===== src/rtl/command_word_sequencer_pkg.sv =====
// Shared definitions for the 8259A command-word writer: state encoding
// and the data-bus bit positions that steer ICW/OCW decode.
package pic_command_pkg;

    typedef enum logic [1:0] {
        READY     = 2'd0,
        WAIT_ICW2 = 2'd1,
        WAIT_ICW3 = 2'd2,
        WAIT_ICW4 = 2'd3
    } sequencer_state_t;

    localparam int ICW1_SELECT_BIT = 4;
    localparam int OCW3_SELECT_BIT = 3;
    localparam int SNGL_BIT        = 1;
    localparam int IC4_BIT         = 0;

endpackage


===== src/rtl/command_word_sequencer_classifier.sv =====
// Combinational classification of a CPU write by A0, D4 and D3.
// The result is state-independent; the sequencer decides what each class means.
module command_word_classifier (
    input  logic address_0,
    input  logic icw1_select,
    input  logic ocw3_select,
    output logic is_icw1,
    output logic is_a0_high,
    output logic is_ocw2,
    output logic is_ocw3
);

    // A0=0 with D4=1 is always ICW1; A0=0 with D4=0 splits on D3
    always_comb begin
        is_icw1    = ~address_0 & icw1_select;
        is_a0_high = address_0;
        is_ocw2    = ~address_0 & ~icw1_select & ~ocw3_select;
        is_ocw3    = ~address_0 & ~icw1_select & ocw3_select;
    end

endmodule


===== src/rtl/command_word_sequencer.sv =====
// Writer side of the 8259A ICW/OCW register bank. Tracks the
// ICW1 -> ICW2 -> [ICW3] -> [ICW4] initialization sequence and issues
// one-cycle registered write strobes to the command-word registers.
// Optional build macro ICW_SEQUENCE_STATUS_EN exposes the state encoding
// and a saturating count of writes ignored during initialization.
module command_word_sequencer
    import pic_command_pkg::*;
#(
    parameter int DATA_WIDTH = 8
) (
    input  logic                  clock,
    input  logic                  reset,
    input  logic                  write_strobe,
    input  logic                  address_0,
    input  logic [DATA_WIDTH-1:0] internal_data_bus,
    output logic                  write_initial_command_word_1,
    output logic                  write_initial_command_word_2,
    output logic                  write_initial_command_word_3,
    output logic                  write_initial_command_word_4,
    output logic                  write_operation_control_word_1,
    output logic                  write_operation_control_word_2,
    output logic                  write_operation_control_word_3,
    output logic                  single_or_cascade_config,
    output logic                  icw4_required,
    output logic                  in_initialization
`ifdef ICW_SEQUENCE_STATUS_EN
    ,
    output logic [1:0]            sequence_state,
    output logic [3:0]            ignored_write_count
`endif
);

    sequencer_state_t state;

    logic is_icw1;
    logic is_a0_high;
    logic is_ocw2;
    logic is_ocw3;

    // Bits that do not take part in command-word decode
    logic unused_data_bits;
    assign unused_data_bits = ^{internal_data_bus[7:5], internal_data_bus[2]};

    command_word_classifier u_classifier (
        .address_0   (address_0),
        .icw1_select (internal_data_bus[ICW1_SELECT_BIT]),
        .ocw3_select (internal_data_bus[OCW3_SELECT_BIT]),
        .is_icw1     (is_icw1),
        .is_a0_high  (is_a0_high),
        .is_ocw2     (is_ocw2),
        .is_ocw3     (is_ocw3)
    );

`ifdef ICW_SEQUENCE_STATUS_EN
    assign sequence_state = state;
`endif

    // Sequencer FSM with registered strobes, latched ICW1 flags and status
    always_ff @(posedge clock) begin
        if (reset) begin
            state                          <= READY;
            write_initial_command_word_1   <= 1'b0;
            write_initial_command_word_2   <= 1'b0;
            write_initial_command_word_3   <= 1'b0;
            write_initial_command_word_4   <= 1'b0;
            write_operation_control_word_1 <= 1'b0;
            write_operation_control_word_2 <= 1'b0;
            write_operation_control_word_3 <= 1'b0;
            single_or_cascade_config       <= 1'b0;
            icw4_required                  <= 1'b0;
            in_initialization              <= 1'b0;
`ifdef ICW_SEQUENCE_STATUS_EN
            ignored_write_count            <= 4'd0;
`endif
        end else begin
            write_initial_command_word_1   <= 1'b0;
            write_initial_command_word_2   <= 1'b0;
            write_initial_command_word_3   <= 1'b0;
            write_initial_command_word_4   <= 1'b0;
            write_operation_control_word_1 <= 1'b0;
            write_operation_control_word_2 <= 1'b0;
            write_operation_control_word_3 <= 1'b0;
            if (write_strobe) begin
                if (is_icw1) begin
                    // ICW1 restarts the sequence from any state
                    write_initial_command_word_1 <= 1'b1;
                    single_or_cascade_config     <= internal_data_bus[SNGL_BIT];
                    icw4_required                <= internal_data_bus[IC4_BIT];
                    state                        <= WAIT_ICW2;
                    in_initialization            <= 1'b1;
`ifdef ICW_SEQUENCE_STATUS_EN
                    ignored_write_count          <= 4'd0;
`endif
                end else begin
                    case (state)
                        READY: begin
                            if (is_a0_high)
                                write_operation_control_word_1 <= 1'b1;
                            else if (is_ocw2)
                                write_operation_control_word_2 <= 1'b1;
                            else if (is_ocw3)
                                write_operation_control_word_3 <= 1'b1;
                        end
                        WAIT_ICW2: begin
                            if (is_a0_high) begin
                                write_initial_command_word_2 <= 1'b1;
                                if (!single_or_cascade_config) begin
                                    state             <= WAIT_ICW3;
                                    in_initialization <= 1'b1;
                                end else if (icw4_required) begin
                                    state             <= WAIT_ICW4;
                                    in_initialization <= 1'b1;
                                end else begin
                                    state             <= READY;
                                    in_initialization <= 1'b0;
                                end
                            end
                        end
                        WAIT_ICW3: begin
                            if (is_a0_high) begin
                                write_initial_command_word_3 <= 1'b1;
                                if (icw4_required) begin
                                    state             <= WAIT_ICW4;
                                    in_initialization <= 1'b1;
                                end else begin
                                    state             <= READY;
                                    in_initialization <= 1'b0;
                                end
                            end
                        end
                        WAIT_ICW4: begin
                            if (is_a0_high) begin
                                write_initial_command_word_4 <= 1'b1;
                                state                        <= READY;
                                in_initialization            <= 1'b0;
                            end
                        end
                        default: begin
                            state             <= READY;
                            in_initialization <= 1'b0;
                        end
                    endcase
`ifdef ICW_SEQUENCE_STATUS_EN
                    // A0=0/D4=0 during initialization is dropped; count it
                    if (state != READY && !is_a0_high &&
                        ignored_write_count != 4'd15)
                        ignored_write_count <= ignored_write_count + 4'd1;
`endif
                end
            end
        end
    end

endmodule

===== config.mk =====
export PLATFORM = sky130hd
export DESIGN_NAME = command_word_sequencer
export DESIGN_NICKNAME = d
export VERILOG_FILES = /design/src/rtl/command_word_sequencer_pkg.sv /design/src/rtl/command_word_sequencer_classifier.sv /design/src/rtl/command_word_sequencer.sv
export SDC_FILE = /design/constraint.sdc
export NUM_CORES = 1
export LEC_CHECK = 0
export CORE_MARGIN = 1
export CORE_UTILIZATION = 36
export CTS_CLUSTER_SIZE = 25
export DETAILED_ROUTE_END_ITERATION = 8
export PLACE_DENSITY = 0.76
export SYNTH_ARGS = -nofsm -noshare
export SYNTH_HDL_FRONTEND = slang
export SYNTH_SLANG_ARGS = --single-unit

===== constraint.sdc =====
create_clock -name clock -period 1.7 [get_ports clock]
set_input_delay 0.51 -clock clock [delete_from_list [all_inputs] [get_ports clock]]
set_output_delay 0.51 -clock clock [all_outputs]
set_load 0.01 [all_outputs]

### Word-level counts from Yosys, hierarchy flattened

Index checks and enable logic that the tools add are counted.
W data, S select, Z words.

| word-level totals | value |
|---|---|
| register bits after elaboration | 12 |
| word-level logic and storage cells | 58 |

| operators by class | value |
|---|---|
| muxes and demuxes | 18 |
| bitwise operators | 12 |
| reduce and logical (&&, ||, !) cells | 11 |
| equal/unequal tests | 6 |

Operators by type and width:

| operator | number |
|---|---|
| $reduce_or A4 Y1 | 4 |
| $mux W2 | 6 |
| $mux W1 | 10 |
| $ne A3 B3 Y1 const B | 3 |
| $not A1 Y1 | 8 |
| $pmux W2 S3 | 1 |
| $reduce_or A6 Y1 | 1 |
| $reduce_and A5 Y1 | 1 |
| $reduce_or A5 Y1 | 1 |
| $and A1 B1 Y1 | 4 |
| $eq A2 B2 Y1 const B | 2 |
| $reduce_bool A4 Y1 | 1 |
| $pmux W1 S3 | 1 |
| $eq A2 B1 Y1 const B | 1 |
| $logic_not A2 Y1 | 1 |
| $reduce_and A2 Y1 | 1 |
| $reduce_or A2 Y1 | 1 |

### Logic depth before layout (Yosys ltp)

Gate-level depths: netlist of run 1.

| depth | value |
|---|---|
| depth in word-level cells | 5 |
| depth in mapped cells | 6 |
| gate-level depth less buffers | 6 |

### By module

From an unflattened synthesis of run 1, not the netlist that was laid out.

| second synthesis, totals | value |
|---|---|
| cells, all modules | 59 |
| area, all modules | 570.5 µm² |

Modules (own cells, without submodules):

| module | cells an instance | area each (µm²) | instances |
|---|---|---|---|
| command_word_sequencer | 55 | 541.8 | 1 |
| command_word_classifier | 4 | 28.8 | 1 |

### Least setup slack after synthesis of run 1

No wires, ideal clock.

| timing | value |
|---|---|
| kind | reg-to-reg |
| start point | reg state[0] |
| end point | reg state[1] |
| path buffers | 0 |
| arrival | 1622 ps |
| stages on the path, launching flop included | 7 |
| setup time | 70 ps |
| slack | 8 ps |
| required time | 1630 ps |
| path through | dfxtp_1 inv_1 ha_1 nor3_2 o221ai_4 or4_1 a21oi_1 |

| on the way | value |
|---|---|
| cells in the longest elaborated chain, start to end | 3 |

RTL lines:

| what | RTL line | source |
|---|---|---|
| start, declared | command_word_sequencer.sv:33 | `sequencer_state_t state;` |
| start signal, assigned | command_word_sequencer.sv:61 | `state <= READY;` |
| start signal, assigned | command_word_sequencer.sv:89 | `state <= WAIT_ICW2;` |
| start signal, assigned | command_word_sequencer.sv:108 | `state <= WAIT_ICW3;` |
| $eq A2 B1 Y1 / $eq A2 B2 Y1 (equally long branches) | command_word_sequencer.sv:95 | `case (state)` |
| $ne A3 B3 Y1 (no source line), or another cell as far along | n/a |  |
| $reduce_and A5 Y1 (no source line) / $mux W2 (equally long branches) | n/a |  |

Several ways; a longest one is shown, not always the timed one.
A chain may end at the register's enable or synchronous reset.

### Worst setup path after layout of run 1

Ends and elaborated chain as after synthesis.

==> results of run 1 <==
layout make-up:
cell class	count	area, um2
timing repair buffer	27	246.5
sequential	12	247.7
multi-input combinational	38	319.1
clock buffer	4	36.28
fill	115	451.7
inverter	3	13.76
tap	15	18.77
cells in the mapped netlist:
master    instances
dfxtp_1          12
nand2_1           5
nor2b_1           5
nor3_1            5
ha_1              4
a21oi_1           3
and3_2            3
inv_1             3
nand3_1           2
or2_1             2
a211oi_1          1
and2_1            1
and3_1            1
buf_4             1
nor2_1            1
nor3_2            1
o21a_1            1
o21ba_2           1
o221ai_4          1
or4_1             1
logic make-up after synthesis:
kind of cell | after synthesis | synth area share, %
compound gates | 7 | 12.53
fa+ha+maj | 4 | 9.457
buf+inv | 4 | 3.546
flops | 12 | 45.39
simple gates | 27 | 29.08
routing by layer:
| metal | up-vias | global-route usage (%) | part of all wire [%] |
|---|---|---|---|
| met2 | 19 | 29.76 | 57 |
| li1 | 245 | - | - |
| met3 | 0 | 5.000 | 5.2 |
| met1 | 215 | 17.82 | 38 |
| met4 | 0 | 5.000 | 0 |
| met5 | - | 0 | 0 |
how the worst min path moves through the flow:
stage                          endpoint  cells past startpoint
after floorplan                state[1]                      2
after global placement    icw4_required                      2
after detailed placement  icw4_required                      2
after CTS                      state[1]                      2
after global routing      icw4_required                      2
final                     icw4_required                      2
registers in the layout, summed over array words and instances (netlist names):
name and count:
write_initial_command_word_1 1, write_initial_command_word_2 1, single_or_cascade_config 1, in_initialization 1, state 2, write_initial_command_word_3 1
write_operation_control_word_2 1, write_operation_control_word_1 1, write_initial_command_word_4 1, write_operation_control_word_3 1, icw4_required 1
power by group through the flow:
stage	registers, mW	clock network (mW)	logic (mW)
5_1_grt	0.314	0.255	0.204
6_report	0.310	0.223	0.187
2_1_floorplan	0.315	0	0.0748
3_3_place_gp	0.311	0	0.148
3_5_place_dp	0.312	0	0.152
4_1_cts	0.307	0.230	0.154
per-stage QoR:
stage	hold WS [ps]	setup WS (ps)	total power [mW]	instance area, um2
after floorplan	458.7	8.421	0.3896	529.3
after global placement	480.6	-403.8	0.4593	778.2
after detailed placement	478.7	-433.8	0.4645	778.2
after CTS	488.4	7.400	0.6912	822.0
after global routing	515.2	-17.31	0.7726	882.1
final	489.5	37.93	0.7198	882.1
placed cells by master, fill, tap and decap left out:
master           count
nor2_1               1
and3_2               3
dfxtp_4              2
clkbuf_4             3
dlygate4sd2_1        4
buf_6                1
inv_2                1
or4_1                1
dlymetal6s2s_1       1
nor2b_1              4
clkdlybuf4s50_1     12
clkbuf_8             1
nor3_1               5
nand2_1              5
or2_4                2
dfxtp_1             10
o21ba_2              1
nor3_4               1
inv_4                1
a21oi_1              3
o21a_1               1
and2_1               1
nor2b_4              1
nand3_1              2
and3_1               1
a211oi_1             1
buf_4                9
inv_1                1
ha_4                 2
ha_2                 2
o221ai_4             1
worst reg2reg max path: stages (launching register included):
cell	delay [ps]
dfxtp_4	360
buf_4	130
ha_2	200
nor3_4	140
o221ai_4	120
or4_1	490
a21oi_1	150
what timing repair did:
action                                  4_1_cts  5_1_grt
buffers inserted                              0        1
gates cloned                                  0        0
resized for setup                             9       14
pin swaps                                     2        6
endpoints found under the setup margin        3        4
==> flow_summary.ini, run 1 <==
[yosys]
syn_avg_cell_area_um2 = 9.801
yosysTopAreaCellShare_pct = 45.39
synth.distinct_cells = 20
ys_ff_latch = 12
yosysWarnings = 0
syn-num-nets = 70
syn_inst = 54
syn-cell-area_um2 = 529.3
synth_top_area_cell = dfxtp_1
yosys-top-cells-area = dfxtp_1, ha_1, nor2b_1, o221ai_4, nor3_1
synth-seq-area-share_pct = 45.39

[worst_setup_path]
slowest_delay_ps = 490
path_class = reg -> reg
r2r_slack_ps = 40
crit_buf_inv = 1
critical_path.endpoint = state[1]
required_ps = 1890
crit_slowest_cell = or4_1
reg2reg_depth = 6
cp-end-kind = register
worstPathMaxFanout = 3
arrival_ps = 1860
start_kind = register
crit_cells = 6
worstPathCellList = buf_4 > ha_2 > nor3_4 > o221ai_4 > or4_1 > a21oi_1
reg2reg_from = state[0]
cp_top_family = simple AND/OR/NAND/NOR gates
startpoint = state[0]
crit-reg2reg-capture = state[1]

[cts]
cts_sinks = 12
numCtsBuffers = 3
cts_max_level = 1
clockBufferDepth = 2
clockRootBuffer = clkbuf_4
postCtsHoldBufs = 0
clk_latency_ps = 270
path_clk_slew_ps = 80
cts_tree = done

[routing]
via_per_inst = 4.838
num_vias = 479
drc = 0
drt_iter0_drc = 7
dr.pass1.iters = 2
wirelength_mm = 1.162
antenna_left = 0
avgRoutedWirePerCell_um = 11.74

[job]
cap_viol_max_count = 0

[layout]
stdcell_count = 99
syn_to_final_growth_pct = 66.67
antennaDiodeCount = 0
drive_gt1_share_pct = 36.90
final_nets = 101
final_util_pct = 66.14

[timing]
fin_skew_ps = 3.190
setup_tns_ps = 0
fmax_mhz = 601.7
finalHoldViolations = 0
maxSlewViolCount = 0
setup_viol = 0
min_period_ps = 1662
slew_headroom_pct = 86.74
worst_pin_slew_ps = 198.9
min_period_over_period_pct = 97.77

[pwr]
swShare_pct = 25.52
power_frac_comb_pct = 26.0
internal_power_mw = 0.5361
p_leak_nw = 0.3797
clock_power_share_pct = 30.9
power_density_mw_per_mm2 = 816.0
p_switching_mw = 0.1837
ir_drop_mv = 0.4187
power_frac_seq_pct = 43.1

[hold_path]
hp-class = reg -> reg
hp-start = icw4_required

[floorplanning]
placementRows = 13
core_mm2 = 0.001334
die_w_um = 40.34
die_h_um = 40.34
die_area_mm2 = 0.001627
pin_count = 22
initial_core_util_pct = 39.68

[global_routing]
grt_pass1_wl_mm = 1.752
gr-total-overflow = 0
antenna_found_initial = 0
grt_pass1_vias = 432
grtUsageTotal_pct = 16.38
grt_max_degree = 8

[placement]
dp_hpwl_um = 852.5
io_buffers = 17
dp.cells = 94
gp_congestion = 0.7195

[outcome]
outcome = finished, final reports clean
No activity file was read; power rests on OpenSTA's default activity.
==> run 2, diff against run 1 <==
CORE_UTILIZATION = 37   (was 36)
SYNTH_HIERARCHICAL = 1   (was not set)
==> run 2 against run 1 <==
  * Cell count is 3.0% higher
  * Hold slack worse by 19 ps
  * Power is 10% lower
  * Sequential share of layout area is 0.28 points lower
  * Global-route usage is 1.7 points higher
  * Critical path depth is 5 lower
  * Synthesized cell count is 9.3% higher
  * Wire length is 4.4% higher
  * Sequential cell count stayed put
  * First-iteration DRC count stayed put
  * Sequential power is 4% lower
==> flow_summary.ini, run 2 <==
[yosys]
syn_avg_cell_area_um2 = 9.670
synth_edf_count = 0
ys_ff_latch = 12
synth_most_common_cell = dfxtp_1
syn-num-nets = 75
synth.distinct_cells = 25
syn-cell-area_um2 = 570.5
syn_inst = 59
yosysWarnings = 6
synth_ff_type = dfxtp_1
yosysTopAreaCellShare_pct = 42.11
yosys-top-cells-area = dfxtp_1, ha_1, and2_1, nand2_1, a21oi_1
synth-seq-area-share_pct = 42.11
synthArstFlopShare_pct = 0
synth_top_area_cell = dfxtp_1
synth_common_cells = dfxtp_1, nand2_1

[floorplanning]
placementRows = 13
core_mm2 = 0.001366
die_w_um = 41.27
die_h_um = 41.27
die_area_mm2 = 0.001703
pin_count = 22
initial_core_util_pct = 41.76

[global_routing]
gr-total-overflow = 0
antenna_found_initial = 0
grt_pass1_vias = 463
grt_pass1_wl_mm = 1.856
grtUsageTotal_pct = 18.08
grt_max_degree = 8

[timing]
whs_ps = 470.9
setup_viol = 0
fmax_mhz = 607.5
rsz0062_at_grt = no
maxSlewViolCount = 0
finalHoldViolations = 0
fin_skew_ps = 4.504
min_period_ps = 1646
min_period_over_period_pct = 96.83
slew_headroom_pct = 78.60
worst_pin_slew_ps = 317.0

[cts]
clockBufferDepth = 2
cts_sinks = 12
cts_tree = done
path_clk_slew_ps = 80
cts_max_level = 1
numCtsBuffers = 3
clockRootBuffer = clkbuf_4
clk_latency_ps = 270

[routing]
drc = 0
avgRoutedWirePerCell_um = 11.89
wirelength_mm = 1.213
dr.pass1.iters = 4
antenna_left = 0
via_per_inst = 5.069
num_vias = 517
drt_iter0_drc = 7

[worst_setup_path]
path_class = reg -> out
cp_top_family = buffers and inverters
start_kind = register
crit_buf_inv = 1
arrival_ps = 1140
required_ps = 1190
crit_slowest_cell = clkdlybuf4s50_1
cp-end-kind = output port
worstPathMaxFanout = 2
worstPathCellList = clkdlybuf4s50_1
slowest_delay_ps = 530

[layout]
final_nets = 104
antennaDiodeCount = 0
layout_commonest_cell = clkdlybuf4s50_1
final_area_um2 = 868.3
layout_common_cells = clkdlybuf4s50_1, dfxtp_1, buf_4
fill_cells = 133
syn_to_final_growth_pct = 52.19
largest_reg_flops = 2
top_register = state
drive_gt1_share_pct = 22.99

[job]
cap_viol_max_count = 0

[placement]
placed_cell_area_um2 = 810.8
io_buffers = 17
gp_congestion = 0.8078
dp_hpwl_um = 867.5

[pwr]
ir_drop_mv = 0.7094
power_density_mw_per_mm2 = 745.7
p_leak_nw = 0.3703

[outcome]
outcome = finished, final reports clean

[hold_path]
hp-class = reg -> reg
==> run 2: cell type report <==
cell class	count	area (um2)	area share, %
clock buffers	4	36.28	4.179
inverters	4	15.01	1.729
repair buffers	26	245.2	28.24
multi-input cells	41	311.5	35.88
well taps	15	18.77	2.161
flip-flops and latches	12	241.5	27.81
==> run 2: worst register-to-register path, delay by kind of cell (launching register included) <==
| family | cells | cell delay, ps |
|---|---|---|
| adder cells (fa/ha/maj) | 1 | 290 |
| flip-flops | 1 | 360 |
| AND/OR/NAND/NOR | 1 | 340 |
| AO/OA/AOI/OAI | 1 | 80 |
| buffers and inverters | 1 | 90 |
| multiplexers | 1 | 320 |
==> run 2: power by group <==
| group | switching [mW] | internal (mW) |
|---|---|---|
| sequential | 0.00683 | 0.291 |
| clock | 0.0938 | 0.130 |
| combinational | 0.0537 | 0.0716 |
==> run 2: worst paths after layout <==
kind / to / from / cells after the start / slack, ps
min: in_initialization / in_initialization / 2 / 470
min reg2reg: in_initialization / in_initialization / 2 / 470
max reg2reg: state[0] / state[0] / 5 / 110
max: in_initialization / in_initialization / 1 / 50
==> run 2: per-stage QoR <==
| stage | util [%] | instances | setup slack, ps | total power [mW] | setup TNS, ps |
|---|---|---|---|---|---|
| floorplan | - | 59 | 0.8117 | 0.3677 | 0 |
| global placement | 59.34 | 97 | -410.8 | 0.4213 | -3087 |
| detailed placement | 59.34 | 97 | -421.7 | 0.4244 | -3437 |
| CTS | 63.19 | 102 | 46.50 | 0.6537 | 0 |
| global route | 63.55 | 102 | 8.784 | 0.6893 | 0 |
| finish | 63.55 | 102 | 53.90 | 0.6475 | 0 |
==> run 2: logic make-up after synthesis <==
group	synth area share, %
compound gates	9.431
simple gates	27.63
fa+ha+maj	8.772
flops	42.11
buf+inv	5.921
mux	6.140
==> run 2: timing repair <==
action,CTS,global route
hold buffers,0,0
buffers inserted,1,0
pin swaps,1,0
setup endpoints to repair,10,2
resized for setup,5,1
==> run 2: routing by layer <==
metal / wire length (um) / global-route usage (%) / vias to the layer above
met3: 89 / 10.33 / 2
li1: - / - / 261
met2: 643 / 32.81 / 17
met4: 17 / 4.839 / 0
met1: 463 / 17.21 / 237
met5: 0 / 0 / -
==> run 3, diff against run 2 <==
CELL_PAD_IN_SITES_DETAIL_PLACEMENT = 0   (was not set)
CELL_PAD_IN_SITES_GLOBAL_PLACEMENT = 1   (was not set)
CORE_UTILIZATION = 26   (was 37)
PLACE_DENSITY = 0.75   (was 0.76)
SYNTH_HIERARCHICAL = not set   (was 1)
==> run 3 against run 2 <==
  * Combinational power increased by 30%
  * Cell count up 4.9%
  * Non-clock buffer count shrank 1
  * Sequential cell count did not move
  * Clock power fell by 2%
  * Power up 6.5%
  * Global-route usage is 6.0 points lower
  * Cell area fell by 1.7%
  * Critical path type unchanged
  * Largest power group unchanged
==> flow_summary.ini, run 3 (synthesis gave the netlist of run 1 again) <==
[outcome]
outcome = finished, final reports clean

[global_routing]
grt_pass1_vias = 469
antenna_found_initial = 0
grt_pass1_wl_mm = 1.821
gr-total-overflow = 0
grtUsageTotal_pct = 12.09
grt_max_degree = 8

[routing]
dr.pass1.iters = 4
num_vias = 462
drc = 0
avgRoutedWirePerCell_um = 10.38
antenna_left = 0
wirelength_mm = 1.111
via_per_inst = 4.318
drt_iter0_drc = 6

[layout]
area.sequential_um2 = 245.2
syn_to_final_growth_pct = 61.23
layout_common_cells = clkdlybuf4s50_1, dfxtp_1, buf_4
antennaDiodeCount = 0
top_register = state
layout_commonest_cell = clkdlybuf4s50_1
stdcell_count = 107
drive_gt1_share_pct = 31.71
fill_cells = 200
multiInputGateArea_um2 = 304.0
largest_reg_flops = 2
final_nets = 99

[floorplanning]
pin_count = 22
core_mm2 = 0.001821
die_area_mm2 = 0.002220
die_w_um = 47.12
placementRows = 15
initial_core_util_pct = 29.07
die_h_um = 47.12

[timing]
min_period_over_period_pct = 96.41
setup_tns_ps = 0
whs_ps = 491.3
min_period_ps = 1639
fin_ws_ps = 60.97
setup_viol = 0
finalHoldViolations = 0
fin_skew_ps = 3.686
fmax_mhz = 610.1
worst_pin_slew_ps = 237.0
maxSlewViolCount = 0
rsz0062_at_grt = yes
slew_headroom_pct = 84.20

[worst_setup_path]
cp-end-kind = output port
worstPathCellList = clkdlybuf4s50_1
cp_top_family = buffers and inverters
path_class = reg -> out
crit_slowest_cell = clkdlybuf4s50_1
required_ps = 1190
arrival_ps = 1130
start_kind = register
worstPathMaxFanout = 2
crit_buf_inv = 1
slowest_delay_ps = 530

[pwr]
power_density_mw_per_mm2 = 808.3
ir_drop_mv = 0.4918
p_total_mw = 0.6897
p_leak_nw = 0.3500

[cts]
cts_setup_buffers = 0
cts_tree = done
cts_sinks = 12
path_clk_slew_ps = 70
clockRootBuffer = clkbuf_4
postCtsHoldBufs = 0
cts_max_level = 1
numCtsBuffers = 3
clk_latency_ps = 260
clockBufferDepth = 2

[job]
cap_viol_max_count = 0

[placement]
pre_cts_ws_ps = -451.7
dp.cells = 103
io_buffers = 17
gp_congestion = 0.6878
dp_hpwl_um = 872.5

[hold_path]
hp-class = reg -> reg
## run 3: repair_timing
action | in CTS | in global routing
setup endpoints to repair | 3 | 2
gates resized for setup | 9 | 7
pin swaps | 3 | 3
## run 3: metal layers
layer  routed length, um  track usage (%)
met1                 505            13.92
met2                 543            20.00
met5                   0                0
met3                  63            3.462
met4                   0            6.857
## run 3: report_power, final
group / internal, mW / leakage, nW / total [mW] / switching (mW)
combinational: 0.0920 / 0.230 / 0.162 / 0.0698
sequential: 0.297 / 0.0987 / 0.309 / 0.0119
clock: 0.130 / 0.0210 / 0.219 / 0.0891
## run 3: metrics by stage
step                      area, um2  utilization, %
after detailed placement      783.3           43.02
after floorplan               529.3               -
final                         853.3           46.87
after CTS                     827.0           45.43
after global placement        783.3           43.02
after global routing          853.3           46.87
## run 3: area by class of cell
| class | count | share of cell area (%) |
|---|---|---|
| Inverter | 3 | 1.320 |
| Tap cell | 25 | 3.666 |
| Timing Repair Buffer | 25 | 26.39 |
| Sequential cell | 12 | 28.74 |
| Multi-Input combinational cell | 38 | 35.63 |
| Clock buffer | 4 | 4.252 |
## run 3: worst paths after layout
kind / from / end / slack, ps / cells after the start
worst min register to register: icw4_required / icw4_required / 490 / 2
worst max-delay path: in_initialization / in_initialization / 60 / 1
worst max register to register: state[0] / state[1] / 70 / 6
worst min-delay path: icw4_required / icw4_required / 490 / 2
